===== src/rtl/divider_if.sv =====
// Handshake and operand bundle between the EX stage and the divider.
// Master drives operands and pipeline control; slave returns the result.
interface divider_if #(
  parameter int XLEN = 32
);
  logic            start;
  logic [1:0]      op;
  logic [XLEN-1:0] dividend;
  logic [XLEN-1:0] divisor;
  logic            pipe_enable;
  logic            flush;
  logic [XLEN-1:0] result;
  logic            done;
  logic            div_wait;

  modport master (
    output start, op, dividend, divisor,
    output pipe_enable, flush,
    input  result, done, div_wait
  );

  modport slave (
    input  start, op, dividend, divisor,
    input  pipe_enable, flush,
    output result, done, div_wait
  );
endinterface


===== src/rtl/divider.sv =====
// RV32M iterative radix-2 restoring divider for the EX stage.
// Stalls the pipe while busy and holds its result until EX advances.
module divider #(
  parameter int XLEN = 32
) (
  input logic      clk,
  input logic      rst_n,
  divider_if.slave bus
);
  localparam int CW = $clog2(XLEN);

  typedef enum logic [1:0] {IDLE, BUSY, DONE} state_t;

  state_t          state;
  logic [CW-1:0]   cnt;
  logic [2*XLEN:0] work;
  logic [XLEN-1:0] dvsr;
  logic [XLEN-1:0] res_q;
  logic            done_q;
  logic            neg_q;
  logic            neg_r;
  logic            is_rem;

  logic            sgn;
  logic            a_neg;
  logic            b_neg;
  logic [XLEN-1:0] abs_a;
  logic [XLEN-1:0] abs_b;
  logic            div_zero;
  logic            ovf;
  logic [2*XLEN:0] shl;
  logic [XLEN+1:0] diff;
  logic [2*XLEN:0] nxt;
  logic [XLEN-1:0] q;
  logic [XLEN-1:0] r;
  logic [XLEN-1:0] fix;

  assign sgn   = ~bus.op[0];
  assign a_neg = sgn & bus.dividend[XLEN-1];
  assign b_neg = sgn & bus.divisor[XLEN-1];
  assign abs_a = a_neg ? '0 - bus.dividend : bus.dividend;
  assign abs_b = b_neg ? '0 - bus.divisor : bus.divisor;

  assign div_zero = (bus.divisor == '0);
  assign ovf = sgn
             & (bus.dividend == {1'b1, {(XLEN-1){1'b0}}})
             & (bus.divisor == '1);

  // Negative trial difference means the divisor did not fit: restore.
  assign shl  = work << 1;
  assign diff = {1'b0, shl[2*XLEN:XLEN]} - {2'b00, dvsr};
  assign nxt  = diff[XLEN+1] ? shl
              : {diff[XLEN:0], shl[XLEN-1:1], 1'b1};

  assign q   = nxt[XLEN-1:0];
  assign r   = nxt[2*XLEN-1:XLEN];
  assign fix = is_rem ? (neg_r ? '0 - r : r)
                      : (neg_q ? '0 - q : q);

  assign bus.div_wait = ~bus.flush
                      & ((state == IDLE & bus.start)
                      | (state == BUSY));
  assign bus.done     = done_q & ~bus.flush;
  assign bus.result   = bus.flush ? '0 : res_q;

  always_ff @(posedge clk or negedge rst_n) begin
    if (!rst_n) begin
      state  <= IDLE;
      cnt    <= '0;
      work   <= '0;
      dvsr   <= '0;
      res_q  <= '0;
      done_q <= 1'b0;
      neg_q  <= 1'b0;
      neg_r  <= 1'b0;
      is_rem <= 1'b0;
    end else if (bus.flush) begin
      state  <= IDLE;
      cnt    <= '0;
      work   <= '0;
      res_q  <= '0;
      done_q <= 1'b0;
    end else begin
      unique case (state)
        IDLE: begin
          if (bus.start) begin
            is_rem <= bus.op[1];
            neg_q  <= a_neg ^ b_neg;
            neg_r  <= a_neg;
            cnt    <= '0;
            if (div_zero) begin
              res_q  <= bus.op[1] ? bus.dividend : '1;
              done_q <= 1'b1;
              state  <= DONE;
            end else if (ovf) begin
              res_q  <= bus.op[1] ? '0 : bus.dividend;
              done_q <= 1'b1;
              state  <= DONE;
            end else begin
              work  <= {{(XLEN+1){1'b0}}, abs_a};
              dvsr  <= abs_b;
              state <= BUSY;
            end
          end
        end
        BUSY: begin
          work <= nxt;
          cnt  <= cnt + CW'(1);
          if (cnt == CW'(XLEN-1)) begin
            res_q  <= fix;
            done_q <= 1'b1;
            state  <= DONE;
          end
        end
        DONE: begin
          if (bus.pipe_enable) begin
            res_q  <= '0;
            done_q <= 1'b0;
            state  <= IDLE;
          end
        end
        default: state <= IDLE;
      endcase
    end
  end
endmodule


===== src/flat_wrapper.sv =====
// flat-port wrapper written by rule: the top's interface ports become plain ports
module divider_flat 
#(
  parameter int XLEN = 32
)
  (clk, rst_n, bus_start, bus_op, bus_dividend, bus_divisor, bus_pipe_enable, bus_flush, bus_result, bus_done, bus_div_wait);
  divider_if #(.XLEN(XLEN)) bus_i ();
  input logic clk;
  input logic rst_n;
  input wire logic [$bits(bus_i.start)-1:0] bus_start;
  input wire logic [$bits(bus_i.op)-1:0] bus_op;
  input wire logic [$bits(bus_i.dividend)-1:0] bus_dividend;
  input wire logic [$bits(bus_i.divisor)-1:0] bus_divisor;
  input wire logic [$bits(bus_i.pipe_enable)-1:0] bus_pipe_enable;
  input wire logic [$bits(bus_i.flush)-1:0] bus_flush;
  output wire logic [$bits(bus_i.result)-1:0] bus_result;
  output wire logic [$bits(bus_i.done)-1:0] bus_done;
  output wire logic [$bits(bus_i.div_wait)-1:0] bus_div_wait;
  assign bus_i.start = bus_start;
  assign bus_i.op = bus_op;
  assign bus_i.dividend = bus_dividend;
  assign bus_i.divisor = bus_divisor;
  assign bus_i.pipe_enable = bus_pipe_enable;
  assign bus_i.flush = bus_flush;
  assign bus_result = bus_i.result;
  assign bus_done = bus_i.done;
  assign bus_div_wait = bus_i.div_wait;
  divider #(.XLEN(XLEN)) u_core (.clk(clk), .rst_n(rst_n), .bus(bus_i));
endmodule

===== config.mk =====
export PLATFORM = sky130hd
export DESIGN_NAME = divider_flat
export DESIGN_NICKNAME = d
export VERILOG_FILES = /design/src/rtl/divider_if.sv /design/src/rtl/divider.sv /design/src/flat_wrapper.sv
export SDC_FILE = /design/constraint.sdc
export NUM_CORES = 1
export LEC_CHECK = 0
export ABC_AREA = 1
export ABC_CLOCK_PERIOD_IN_PS = 3700
export BUFFER_PORTS_ARGS = -buffer_cell sky130_fd_sc_hd__buf_4
export CORE_UTILIZATION = 45
export CTS_CLUSTER_SIZE = 16
export DETAILED_ROUTE_END_ITERATION = 10
export PLACE_DENSITY = 0.73
export REMOVE_ABC_BUFFERS = 1
export SLEW_MARGIN = 10
export SYNTH_ARGS = -nofsm -noshare
export SYNTH_HDL_FRONTEND = slang
export SYNTH_SLANG_ARGS = --single-unit
export TNS_END_PERCENT = 10

===== constraint.sdc =====
create_clock -name clk -period 3.7 [get_ports clk]
set_clock_uncertainty 0.15 [all_clocks]
set_input_delay 0.185 -clock clk [delete_from_list [all_inputs] [get_ports clk]]
set_output_delay 0.185 -clock clk [all_outputs]
set_load 0.005 [all_outputs]

Word level (Yosys, flattened, before mapping) --
Cells that the tools add are included. W data, S select, Z words.
Word-level totals: bits in registers 139, word-level logic and storage cells 87, input bits 71, output and inout bits 34
Cells by class: mux-type cells 38, equality and inequality tests 11, $add $sub $neg 6, bitwise operators 13, reductions and logical operators 10
Operators with widths (count):
- $mux W32 | 14
- $mux W64 | 5
- $pmux W64 S2 | 1
- $sub A1 B32 Y32 const A | 4
- $pmux W32 S3 | 1
- $eq A32 B32 Y1 const B | 2
- $sub A33 B32 Y34 | 1
- $logic_not A32 Y1 | 1
- $ne A3 B3 Y1 const B | 5
- $mux W2 | 6
- $mux W5 | 2
- $pmux W5 S2 | 1
- $reduce_and A5 Y1 | 2
- $and A1 B1 Y1 | 7
- $mux W1 | 6
- $pmux W2 S3 | 1
- $reduce_and A3 Y1 | 2
- $add A5 B1 Y5 const B | 1
- $eq A5 B5 Y1 const B | 1
- $ne A4 B2 Y1 const B | 1
- $not A1 Y1 | 4
- $reduce_and A4 Y1 | 1
- $reduce_bool A4 Y1 | 1
- $pmux W1 S3 | 1
- 7 further kinds | 7

Longest topological paths before layout --
Gate-level depths: netlist (run 1).
depth in word-level cells 8, gate-level depth with buffers 33, gate-level depth less buffers 31

Worst setup path before layout (run 1) --
Ideal clock, no wire load.
path kind reg-to-reg, start reg u_core.work[54], end reg u_core.res_q[16], data required time 3484 ps, path slack -203 ps, period minus slack after synthesis 3903 ps, cell stages (with the launch flop) 27, buffers on the path 2, arrival 3687 ps, cell sequence dfrtp_1 > ha_1 > nand2_2 > inv_2 > nand2_1 > nand3_1 > a21oi_2 > nor2_2 > nor2_8 > nand2_4 > buf_8 > inv_2 > buf_2 > ha_1 > inv_1 > nor3_2 > nand3_1 > nor3_2 > nand3_1 > o41ai_1 > o21ai_0 > or2_2 > a31oi_1 > o21ai_1 > nand2_1 > nand2_1 > nand2_1
On the way: cells in the longest elaborated chain, start to end 8
RTL lines:
- from (decl) | line divider.sv:16 | logic [2*XLEN:0] work;
- from (signal assigned) | line divider.sv:100 | work <= {{(XLEN+1){1'b0}}, abs_a};
- from (signal assigned) | line divider.sv:107 | work <= nxt;
- $sub A33 B32 Y34 * | line divider.sv:51 | assign diff = {1'b0, shl[2*XLEN:XLEN]} - {2'b00, dvsr};
- $mux W64 * | line divider.sv:52 | assign nxt = diff[XLEN+1] ? shl
- $sub A1 B32 Y32, on equally long branches | line divider.sv:58, divider.sv:57
- $mux W32, on equally long branches | line divider.sv:58, divider.sv:57
- $mux W32 * | line divider.sv:57 | assign fix = is_rem ? (neg_r ? '0 - r : r)
- $mux W32 * | line divider.sv:109 | if (cnt == CW'(XLEN-1)) begin
- $pmux W32 S3 * | line divider.sv:84 | unique case (state)
- $mux W32 * | line divider.sv:77 | end else if (bus.flush) begin
- to (signal assigned) | line divider.sv:92 | res_q <= bus.op[1] ? bus.dividend : '1;
- to (signal assigned) | line divider.sv:96 | res_q <= bus.op[1] ? '0 : bus.dividend;
- to (signal assigned) | line divider.sv:110 | res_q <= fix;
- to (decl) | line divider.sv:18 | logic [XLEN-1:0] res_q;
Mark *: on every way between the ends. The rest lies on a longest branch, timed or not. The select of a mux whose other input is x is not followed. A chain may end at the register's enable or synchronous reset.

Final worst setup path (run 1) --
start reg u_core.dvsr[8], end reg u_core.res_q[16]
On the way: cells in the longest elaborated chain, start to end 8
RTL lines:
- from (decl) | line divider.sv:17 | logic [XLEN-1:0] dvsr;
- from (signal assigned) | line divider.sv:101 | dvsr <= abs_b;
- $sub A33 B32 Y34 * | line divider.sv:51
- $mux W64 * | line divider.sv:52
- $sub A1 B32 Y32, on equally long branches | line divider.sv:58, divider.sv:57
- $mux W32, on equally long branches | line divider.sv:58, divider.sv:57
- $mux W32 * | line divider.sv:57
- $mux W32 * | line divider.sv:109
- $pmux W32 S3 * | line divider.sv:84
- $mux W32 * | line divider.sv:77
Marks and branches as above.

==> metrics.md, run 1 <==
| Metric | Value |
|---|---|
| Status | finished with violations |
| Failing checks | DRC, setup timing |
| Share of cells above drive strength 1 | 20.3% |
| Total iterations of the first detailed-routing run | 10 |
| Die Y | 175 um |
| Top-count cell post-synth | nand2_1 |
| GRT overflow | 0 |
| Hold depth | 3 |
| Startpoint types | register |
| Syn_area_per_cell | 6.01 um2 |
| Dpl cell area | 0.0158 mm2 |
| Post-Syn Instances | 2247 |
| H-tree levels | 4 |
| Setup_tns | -5.06 ps |
| Clock latency on the worst-skew pair | 440 ps |
| Clock buffer depth | 2 |
| Total GRT Usage | 31.9% |
| Largest net degree at the start of global routing | 92 |
| Max-slew headroom | 24.0% |
| DRT antenna net count | 0 |
| Largest cells by area after synthesis | dfrtp_1, nand2_1, inv_1 |
| Max Cap Viol | 0 |
| Fin Hold WS | 13.8 ps |
| Arrival @ worst endpoint | 3930 ps |
| Commonest cells post-synth | nand2_1, inv_1, nor2_1 |
| Crit-path max cell delay | 390 ps |
| RSZ-0062 raised after global routing | yes |
| Final instance area | 0.0176 mm2 |
| Via/cell ratio | 5.39 |
| Worst-Margin Slew | 1140 ps |
| Top-area cell type share of the netlist area | 25.8% |
| P_leak | 9.02 nW |
| Fillers | 2771 |
| I/O Pins | 105 |
| Wirelength per Cell | 16.7 um |
| Post-DP HPWL | 36.5 mm |
| Highest-delay cell along the critical path | dfrtp_1 |
| Worst vdd ir | 443 uV |
| Count of pins over their slew limit | 0 |
| Number of synthesized flops with an enable pin | 0 |
| Setup Viol. Count Final | 1 |
| Clk sinks | 139 |
| Synth area leader | dfrtp_1 |
| FF-to-FF path depth | 28 |
| Mapped cell area | 0.0135 mm2 |
| Min-Delay Path Class | in -> reg |
| Highest clock rate | 270 MHz |
| Total CTS buffers | 17 |
| Die Area | 0.0307 mm2 |
| DRT iter0 DRCs | 1412 |
| Clk slew on worst S/H paths | 70 ps |
| Nets@finish | 2635 |
| Final wirelength | 48.8 mm |
| CTS tree | yes |
| Vias in the first global route | 15.0k |
| Chip width | 175 um |
| Crit. End Element | register |
| Num rows | 63 |
| Post-route DRC | 2 |
| Synth Flop Type | dfrtp_1 |
| Initial Util | 45.7% |
| Root Buffer | clkbuf_16 |
| Synth Warn # | 0 |
| Register area share after synthesis | 25.8% |
| Period utilization | 100% |
| Worst-path maximum fanout | 4 |
| Setup ws final | -5.06 ps |
| Area of the multi-input gates | 0.00894 mm2 |
| Area growth from synthesis to layout | 30.6% |
| Placement Setup Slack | -224 ps |
| Final hold vios | 0 |
| First-pass GRT wire length | 77.7 mm |
| Post-synthesis register bit count | 139 |
| Crit Path Class | reg -> reg |
| Required @ worst endpoint | 3930 ps |
| Vias | 15.8k |
| Antenna cells | 0 |
| Minimum clock period | 3710 ps |
| PwrDens | 617 mW/mm2 |
| Register area | 0.00348 mm2 |
| Port bufs | 104 |
| Core footprint | 0.0296 mm2 |
| Async SR Flop Fraction | 100% |
| Initial antenna violation count | 0 |
| Post-synth cell types | 56 |
| RD Place Congestion | 0.984 |
| Top cell by count, worst path | nand2_1 |
power breakdown:
group          switching, mW  leakage, nW  total [mW]  internal (mW)
registers              0.379         1.82        2.36           1.98
clock network          0.742        0.311        1.98           1.24
logic                   4.06         6.88        6.53           2.48
total                   5.18         9.02        10.9           5.70
worst max-delay path: cells and delay by family (launching register included):
kind,cells,cell delay [ps]
flip-flops,1,390
adder cells (fa/ha/maj),2,340
buffers and inverters,6,480
AO/OA/AOI/OAI,4,680
AND/OR/NAND/NOR,16,1630
state kept, by name (all words and copies together), names as in the netlist:
signal and cells:
u_core.done_q 1, u_core.cnt 5, u_core.work 64, u_core.state 2, u_core.res_q 32, u_core.neg_q 1, u_core.is_rem 1, u_core.neg_r 1
u_core.dvsr 32
per-layer routing:
| metal | vias to the layer above | wire [um] | GRT usage [%] |
|---|---|---|---|
| li1 | 7799 | - | - |
| met1 | 7237 | 21900 | 42.9 |
| met2 | 636 | 22200 | 52.3 |
| met3 | 97 | 3190 | 3.96 |
| met4 | 0 | 1500 | 11.3 |
| met5 | - | 0 | 0 |
worst paths after layout:
| kind | startpoint | to | slack, ps |
|---|---|---|---|
| max reg2reg | u_core.dvsr[8] | u_core.res_q[16] | -5 |
| min reg2reg | u_core.res_q[19] | u_core.res_q[19] | 330 |
| max | u_core.dvsr[8] | u_core.res_q[16] | -5 |
| max in group asynchronous | rst_n | u_core.work[58] | 2060 |
| min | bus_dividend[24] | u_core.work[24] | 10 |
| min in group asynchronous | rst_n | u_core.work[33] | 280 |
metrics by stage:
stage               utilization [%]  power [mW]  cells
floorplan                         -        5.92   2162
global placement               53.3        8.10   2831
detailed placement             53.3        8.21   2831
CTS                            58.1        10.5   2909
global route                   59.6        11.7   2924
finish                         59.6        10.9   2924
final cells by class:
cell class	count	area share, %
Inverter	344	7.36
Timing Repair Buffer	340	15.7
Clock buffer	22	2.63
Tap cell	390	2.77
Multi-Input combinational cell	1679	50.7
Sequential cell	139	19.7
Clock inverter	10	1.07
kinds of logic after synthesis:
group | Yosys count | share of synthesized area [%]
XOR/XNOR | 43 | 2.79
flip-flops | 139 | 25.8
multiplexers | 6 | 0.445
buffers and inverters | 429 | 12.4
AO/OA/AOI/OAI | 430 | 17.9
adder cells (fa/ha/maj) | 43 | 4.04
AND/OR/NAND/NOR | 1157 | 36.6
cells in the final DEF, fill, tap and decap left out, types with 8 or more instances in the layout:
master / count
a21oi_1: 138
buf_4: 287
clkbuf_16: 18
dfrtp_1: 139
dlygate4sd3_1: 41
ha_1: 20
ha_4: 22
inv_1: 298
inv_2: 44
nand2_1: 621
nand2_2: 39
nand2_4: 8
nand3_1: 139
nand3_2: 9
nand4_1: 37
nor2_1: 214
nor2_2: 16
nor2_4: 11
nor3_1: 24
o211ai_1: 22
o21ai_0: 164
o21ai_1: 20
o21ai_2: 10
o221ai_1: 11
o22ai_1: 23
o31ai_1: 9
xnor2_1: 11
xor2_1: 31
repair_timing:
| action | CTS | global route |
|---|---|---|
| cloned | 0 | 1 |
| buffers inserted | 5 | 15 |
| endpoints found under the setup margin | 21 | 25 |
| gates resized for setup | 58 | 79 |
| pin swaps | 21 | 33 |
| endpoints found under the hold margin | 131 | 0 |
| hold buffers | 41 | 0 |
(Power assumes the default switching activity.)
==> run 2, diff against run 1 <==
--- a/config.mk
+++ b/config.mk
@@ -5,7 +5,6 @@
 export SDC_FILE = /design/constraint.sdc
 export NUM_CORES = 1
 export LEC_CHECK = 0
-export ABC_AREA = 1
 export ABC_CLOCK_PERIOD_IN_PS = 3700
 export BUFFER_PORTS_ARGS = -buffer_cell sky130_fd_sc_hd__buf_4
 export CORE_UTILIZATION = 45
==> run 2 against run 1 <==
Net effect: the flow finishes with violations (setup timing); fmax down 12%; first-iteration DRC count decreased by 17%; synthesized cell count decreased by 30%.
==> metrics.md, run 2 <==
| Metric | Value |
|---|---|
| RD Place Congestion | 0.954 |
| Status | finished with violations |
| Period utilization | 114% |
| Reg power frac | 25.2% |
| Async SR Flop Fraction | 100% |
| Syn_area_per_cell | 7.91 um2 |
| Via/cell ratio | 5.99 |
| Fin util | 62.0% |
| Die Area | 0.0281 mm2 |
| Largest registers | u_core.work (64), u_core.dvsr (32), u_core.res_q (32) |
| Post-synthesis register bit count | 139 |
| Crit Path Class | reg -> reg |
| Final wirelength | 42.3 mm |
| CTS tree | yes |
| Clock power share | 18.4% |
| Post-DP HPWL | 31.4 mm |
| Clk sinks | 139 |
| Highest clock rate | 237 MHz |
| Crit. End Element | register |
| Worst vdd ir | 266 uV |
| Arrival @ worst endpoint | 4380 ps |
| Synth area leader | dfrtp_1 |
| Initial Util | 45.8% |
| Synth Flop Type | dfrtp_1 |
| Final hold vios | 0 |
| Commonest non-fill, non-tap cell in the layout | buf_4 |
| Clock latency on the worst-skew pair | 430 ps |
| Clk slew on worst S/H paths | 70 ps |
| Largest register FFs | 64 |
| First-pass GRT wire length | 67.6 mm |
| Minimum clock period | 4220 ps |
| Synth Warn # | 0 |
| Internal | 5.25 mW |
| Die Y | 168 um |
| Initial antenna violation count | 0 |
| Clock buffer depth | 2 |
| Sw Pwr | 4.14 mW |
| Startpoint types | register |
| H-tree levels | 4 |
| Largest cells by area after synthesis | dfrtp_1, nand2_1, o21ai_0 |
| Failing checks | setup timing |
| Nets@finish | 2024 |
| Worst Min Path Start | bus_divisor[29] |
| Setup Viol. Count Final | 22 |
| Register area share after synthesis | 28.1% |
| Wirelength per Cell | 18.7 um |
| Num rows | 60 |
| Setup ws final | -520 ps |
| Post-Syn Instances | 1562 |
| Number of synthesized flops with an enable pin | 0 |
| RSZ-0062 raised after global routing | yes |
| Commonest cells post-synth | nand2_1, dfrtp_1, o21ai_0 |
| Total iterations of the first detailed-routing run | 9 |
| Count of pins over their slew limit | 0 |
| Required @ worst endpoint | 3860 ps |
| Share of cells above drive strength 1 | 27.1% |
| Port bufs | 104 |
| Max Cap Viol | 0 |
| Worst-path maximum fanout | 3 |
| Worst r2r src | u_core.work[60] |
| Largest net degree at the start of global routing | 76 |
| Top-count cell post-synth | nand2_1 |
| Mapped cell area | 0.0124 mm2 |
| Critical path origin | u_core.work[60] |
| Vias | 13.6k |
| Biggest register | u_core.work |
| DRT antenna net count | 0 |
| Vias in the first global route | 13.2k |
| Worst-Margin Slew | 899 ps |
| Chip width | 168 um |
| Total GRT Usage | 30.2% |
| P_leak | 7.37 nW |
| Setup_tns | -5770 ps |
| DRT iter0 DRCs | 1179 |
| Comb power frac | 56.4% |
| Antenna cells | 0 |
| Min-Delay Path Class | in -> reg |
| Post-route DRC | 0 |
| Total CTS buffers | 17 |
| Root Buffer | clkbuf_16 |
| Most frequent cells in the layout | buf_4, nand2_1, dfrtp_1, nor2_1, a21oi_1 |
| Area growth from synthesis to layout | 35.3% |
| Core footprint | 0.0270 mm2 |
| Top-area cell type share of the netlist area | 28.1% |
| GRT overflow | 0 |
| I/O Pins | 105 |
| PwrDens | 561 mW/mm2 |
| Max-slew headroom | 40.0% |
| Post-synth cell types | 96 |
| Sw Share | 44.1% |
## run 2: metal layers
| layer | global-route usage, % | routed length [um] |
|---|---|---|
| met1 | 39.2 | 17800 |
| met2 | 49.8 | 19900 |
| met3 | 3.55 | 2680 |
| met4 | 14.5 | 1850 |
| met5 | 0 | 0 |
## run 2: path summary, 6_finish.rpt
path,endpoint,slack [ps],cells past startpoint
max in group asynchronous,u_core.work[29],2320,3
max,u_core.res_q[26],-520,17
min reg2reg,u_core.res_q[0],320,2
min in group asynchronous,u_core.dvsr[0],210,2
min,u_core.dvsr[29],0.04,3
max reg2reg,u_core.res_q[26],-520,17
## run 2: worst max-delay path: stages, from the launching register on
cell and delay [ps]:
dfrtp_1 390, ha_1 310, and4b_2 290, a2111oi_4 400, o21a_2 260, nand2_2 80, inv_2 90, ha_4 130
nand2_2 50, or2_4 240, or4_4 430, nand2b_4 160, nand2b_4 170, or2_4 270, o31ai_4 230, xnor2_1 90
a222oi_1 260, o21ai_1 100
## run 2: area by class of cell
cell class,instances,area (um2)
fill,2278,10200
multi-input combinational,1264,8640
sequential,139,3480
timing repair buffer,423,3350
tap,341,427
clock buffer,17,425
inverter,65,244
clock inverter,15,148
## run 2: logic make-up (layout without fill, tap and decap cells)
logic type               Yosys count  count (layout)  share of synthesized area (%)
AND/OR/NAND/NOR                  539             539                           21.6
multiplexers                      32              32                           2.64
adder cells (fa/ha/maj)           70              70                           6.60
flip-flops                       139             139                           28.1
AO/OA/AOI/OAI                    497             497                           26.9
XOR/XNOR                         126             126                           8.93
buffers and inverters            159             520                           5.19
## run 2: power groups by stage
stage	clock network (mW)	logic, mW	registers (mW)
4_1_cts	1.74	5.08	2.34
3_3_place_gp	0	4.80	2.34
6_report	1.72	5.29	2.37
5_1_grt	1.81	5.77	2.42
3_5_place_dp	0	4.88	2.36
2_1_floorplan	0	2.75	2.28
## run 2: timing repair
action / CTS / global route
setup buffers: 5 / 6
hold buffers: 30 / 0
resized for setup: 47 / 35
endpoints found under the hold margin: 103 / 0
setup endpoints to repair: 29 / 77
pin swaps: 23 / 15
## run 2: through the flow
step | hold WS (ps) | setup WS (ps) | power (mW) | area [um2] | instances
3_3_place_gp | 111 | -992 | 7.14 | 15400 | 2191
6_report | 0.0391 | -520 | 9.39 | 16700 | 2264
3_5_place_dp | 125 | -1090 | 7.24 | 15400 | 2191
2_1_floorplan | -261 | -2700 | 5.03 | 12000 | 1468
5_1_grt | 24.6 | -632 | 10.0 | 16700 | 2264
4_1_cts | 0.223 | -492 | 9.15 | 16500 | 2258
